### config.mk
export PLATFORM = sky130hd
export DESIGN_NAME = bitty_fetch_sequencer
export DESIGN_NICKNAME = d
export VERILOG_FILES = /design/src/rtl/bitty_fetch_sequencer.sv
export SDC_FILE = /design/constraint.sdc
export NUM_CORES = 1
export LEC_CHECK = 0
export ABC_AREA = 1
export CORE_UTILIZATION = 50
export DETAILED_ROUTE_END_ITERATION = 7
export GPL_ROUTABILITY_DRIVEN = 0
export PLACE_DENSITY_LB_ADDON = 0.12
export SLEW_MARGIN = 20
export SYNTH_ARGS = -nofsm -noshare
export SYNTH_HDL_FRONTEND = slang
export SYNTH_SLANG_ARGS = --single-unit
### constraint.sdc
create_clock -name clk -period 2 [get_ports clk]
set_input_delay 0.5 -clock clk [delete_from_list [all_inputs] [get_ports clk]]
set_output_delay 0.5 -clock clk [all_outputs]
set_load 0.005 [all_outputs]
### src/rtl/bitty_fetch_sequencer.sv
// bitty_fetch_sequencer: fetches 16-bit instructions, resolves branches locally and issues the rest to the Bitty core
module bitty_fetch_sequencer #(
  parameter int          ADDR_W    = 8,
  parameter logic [15:0] HALT_WORD = 16'hFFFF
) (
  input  logic              clk,
  input  logic              reset,
  input  logic              start,
  output logic [ADDR_W-1:0] mem_addr,
  output logic              mem_rd_en,
  input  logic [15:0]       mem_rdata,
  input  logic              mem_rvalid,
  output logic [15:0]       instr,
  output logic              instr_valid,
  input  logic              cpu_done,
  input  logic [2:0]        cmp_flags,
  output logic [ADDR_W-1:0] pc,
  output logic              halted,
  output logic [15:0]       retired
);
  localparam logic [2:0] IDLE     = 3'd0;
  localparam logic [2:0] FETCH    = 3'd1;
  localparam logic [2:0] WAIT_MEM = 3'd2;
  localparam logic [2:0] DECODE   = 3'd3;
  localparam logic [2:0] ISSUE    = 3'd4;
  localparam logic [2:0] HALTED   = 3'd5;
  logic [2:0]        state;
  logic [15:0]       ir;
  logic [7:0]        tgt8;
  logic [ADDR_W-1:0] target;
  logic              taken;
  assign tgt8        = ir[11:4];
  assign target      = tgt8[ADDR_W-1:0];
  // cmp_flags is {lt,gt,eq}; cond 11 never branches
  assign taken       = ir[3:2] == 2'b00 ? cmp_flags[0] :
                       ir[3:2] == 2'b01 ? cmp_flags[1] :
                       ir[3:2] == 2'b10 ? cmp_flags[2] : 1'b0;
  assign mem_addr    = pc;
  assign mem_rd_en   = state == FETCH;
  assign instr_valid = state == ISSUE;
  assign halted      = state == HALTED;
  always_ff @(posedge clk or negedge reset)
    if (!reset) begin
      state   <= IDLE;
      pc      <= '0;
      ir      <= '0;
      instr   <= '0;
      retired <= '0;
    end else begin
      case (state)
        IDLE:     if (start) state <= FETCH;
        FETCH:    state <= WAIT_MEM;
        WAIT_MEM: if (mem_rvalid) begin
          ir    <= mem_rdata;
          state <= DECODE;
        end
        DECODE:   if (ir == HALT_WORD) state <= HALTED;
        else if (ir[1:0] == 2'b10) begin
          pc    <= taken ? target : pc + ADDR_W'(1);
          state <= FETCH;
        end else begin
          instr <= ir;
          state <= ISSUE;
        end
        ISSUE:    if (cpu_done) begin
          pc      <= pc + ADDR_W'(1);
          retired <= retired == 16'hFFFF ? retired : retired + 16'd1;
          state   <= FETCH;
        end
        HALTED:   if (start) begin
          pc    <= '0;
          state <= FETCH;
        end
        default:  state <= IDLE;
      endcase
    end
endmodule
==> flow_summary.json <==
{
  "met3_usage": 0.04889,
  "start_kind": "register",
  "routed_via_density": 5.031,
  "arrival_ns": 1.34,
  "yosysWarningCount": 0,
  "skew_ns": 0.01049,
  "placed_cell_area_um2": 3939,
  "numPortBuffers": 74,
  "grt_util_met2": 0.3554,
  "clockBufferDepth": 2,
  "synth_area_leaders": "dfrtp_1 (46%), nand2_1 (17%), inv_1 (4.7%)",
  "htree_num_levels": 3,
  "final_common_cell": "nand2_1",
  "worstSetupPathType": "reg2out",
  "path_max_fanout": 7,
  "cp_top_family": "buffers and inverters",
  "overflow": 0,
  "seq_area_frac_synth": 0.4615,
  "coreArea_um2": 6061,
  "max_freq_mhz": 543.7,
  "outcome": "complete, no violations",
  "slowest_delay_ns": 0.54,
  "crit_path_end_kind": "output pin",
  "clock-sinks": 59,
  "die_w_um": 81.99,
  "first_pass_iters": 5,
  "relSlewSlack": 0.5859,
  "crit_buf_inv": 1,
  "synth-edff-count": 0,
  "final_util": 0.6945,
  "layout_common_cells": "nand2_1 (147), clkdlybuf4s50_1 (70), dfrtp_1 (57), inv_1 (40), nor2_1 (40)",
  "p_leak_nw": 2.040,
  "stdcell_area_um2": 4209,
  "met1_usage": 0.3150,
  "dieArea_um2": 6722,
  "hold_buffers": 0,
  "tns_ns": 0,
  "fillCellCount": 503,
  "yosysUniqueCellTypes": 32,
  "postSynthAreaPerCell_um2": 7.636,
  "rsz0062_at_grt": "false",
  "drtIter0Drc": 207,
  "routedWlPerCell_um": 12.05,
  "nets": 522,
  "grt_pass1_wl_um": 11690,
  "drc": 0,
  "grt_pass1_vias": 2587,
  "synth_top_cell_by_area": "dfrtp_1",
  "async_flop_share": 1.000,
  "drive_gt1_frac": 0.1078,
  "layout.cells.non_filler": 576,
  "fin_crit_ns": 1.839,
  "cts_root_buf": "clkbuf_8",
  "track_usage": 0.2321,
  "cap_violations": 0,
  "antenna_found_initial": 0,
  "regArea_um2": 1479,
  "hpwlAfterDp_um": 4875,
  "timing.reg2reg.setup_slack_ns": 0.33,
  "final_hold_viol_count": 0,
  "row_count": 28,
  "cts_tree": "done",
  "cts_buffers": 9,
  "clk_pin_slew_ns": 0.07,
  "synth-seq-cells": 59,
  "insertion_delay_ns": 0.34,
  "final_antenna_net_count": 0,
  "path_cells": "clkdlybuf4s50_1",
  "syn_nets": 445,
  "synth.top_cell.area_share": 0.4615,
  "diodes": 0,
  "vdd_drop_max_v": 0.0007130,
  "placed_cells": 554,
  "via_count": 2898,
  "setup_violations": 0,
  "drv_slew": 0,
  "io_pins": 75,
  "die_h_um": 81.99,
  "syn2layout_area_growth_pct": 31.56,
  "grt_max_degree": 60,
  "slowest_stage": "clkdlybuf4s50_1",
  "syn_inst": 419,
  "top_usage_layer": "met2",
  "hp-class": "in2async",
  "period_share": 0.9196,
  "power.density_nw_per_um2": 1476,
  "initial_core_util": 0.5279,
  "synth-main-ff-cell": "dfrtp_1",
  "multiInputGateArea_um2": 1419,
  "synth_area_um2": 3199,
  "cp.required_ns": 1.50,
  "tightest_slew_ns": 0.6195,
  "wl_um": 6940
}
-- logic make-up (layout without fill, tap and decap cells) --
| kind of cell | Yosys count | count (layout) | synth area share |
|---|---|---|---|
| AO/OA/AOI/OAI | 47 | 47 | 0.08447 |
| adder cells (fa/ha/maj) | 2 | 2 | 0.007820 |
| buffers and inverters | 64 | 146 | 0.09816 |
| flip-flops | 59 | 59 | 0.4615 |
| XOR/XNOR | 13 | 13 | 0.03559 |
| AND/OR/NAND/NOR | 234 | 234 | 0.3125 |
-- synthesized netlist by cell type (3+ instances only) --
cell type / n
inv_1: 40
o21ai_2: 7
xnor2_1: 10
buf_4: 10
a21oi_1: 17
nand4_1: 4
xor2_1: 3
nor2_1: 40
dfrtp_1: 59
o21ai_0: 19
inv_2: 4
nand3_1: 29
buf_2: 6
nand2_1: 148
-- worst paths after layout --
path,from,to,cells after the start
worst max-delay path,retired[6],retired[6],1
worst min-delay path,reset,retired[8],2
worst max register to register,retired[0],retired[14],8
worst min register to register,instr[9],instr[9],2
max in group asynchronous,reset,state[0],2
min in group clk,instr[9],instr[9],2
-- sequential cells by signal, indices dropped and copies added (netlist names) --
| register | flops |
|---|---|
| instr | 16 |
| ir | 16 |
| retired | 16 |
| mem_addr | 8 |
| state | 3 |
-- per-stage QoR --
step | total power [W] | hold slack (ns) | setup WS, ns
2_1_floorplan | 0.003785 | 0.2044 | 0.4934
3_3_place_gp | 0.004864 | 0.4710 | 0.1570
3_5_place_dp | 0.004936 | 0.4719 | 0.1149
4_1_cts | 0.006229 | 0.1573 | 0.1054
5_1_grt | 0.006741 | 0.1759 | 0.08927
6_report | 0.006212 | 0.1572 | 0.1608
-- routing by layer --
layer	part of all wire	wire, um
met1	0.47	3286
met2	0.46	3211
met3	0.047	327
met4	0.017	115
met5	0	0
-- power by group --
part	switching [W]	leakage [nW]	internal, W
Clock	0.000499	0.103	0.000704
Sequential	0.000444	0.707	0.00171
Combinational	0.00142	1.23	0.00144
Total	0.00236	2.04	0.00385
-- cell type report --
| class | instances | share of cell area |
|---|---|---|
| Sequential cell | 59 | 0.3514 |
| Multi-Input combinational cell | 296 | 0.3371 |
| Timing Repair Buffer | 85 | 0.1965 |
| Inverter | 45 | 0.04132 |
| Clock buffer | 10 | 0.03032 |
| Tap cell | 75 | 0.02229 |
| Clock inverter | 6 | 0.02111 |
-- what timing repair did --
item | CTS | global route
setup buffers | 6 | 0
endpoints found under the setup margin | 3 | 0
resized for setup | 6 | 0
Note: power is estimated with default switching activity, not from simulation.
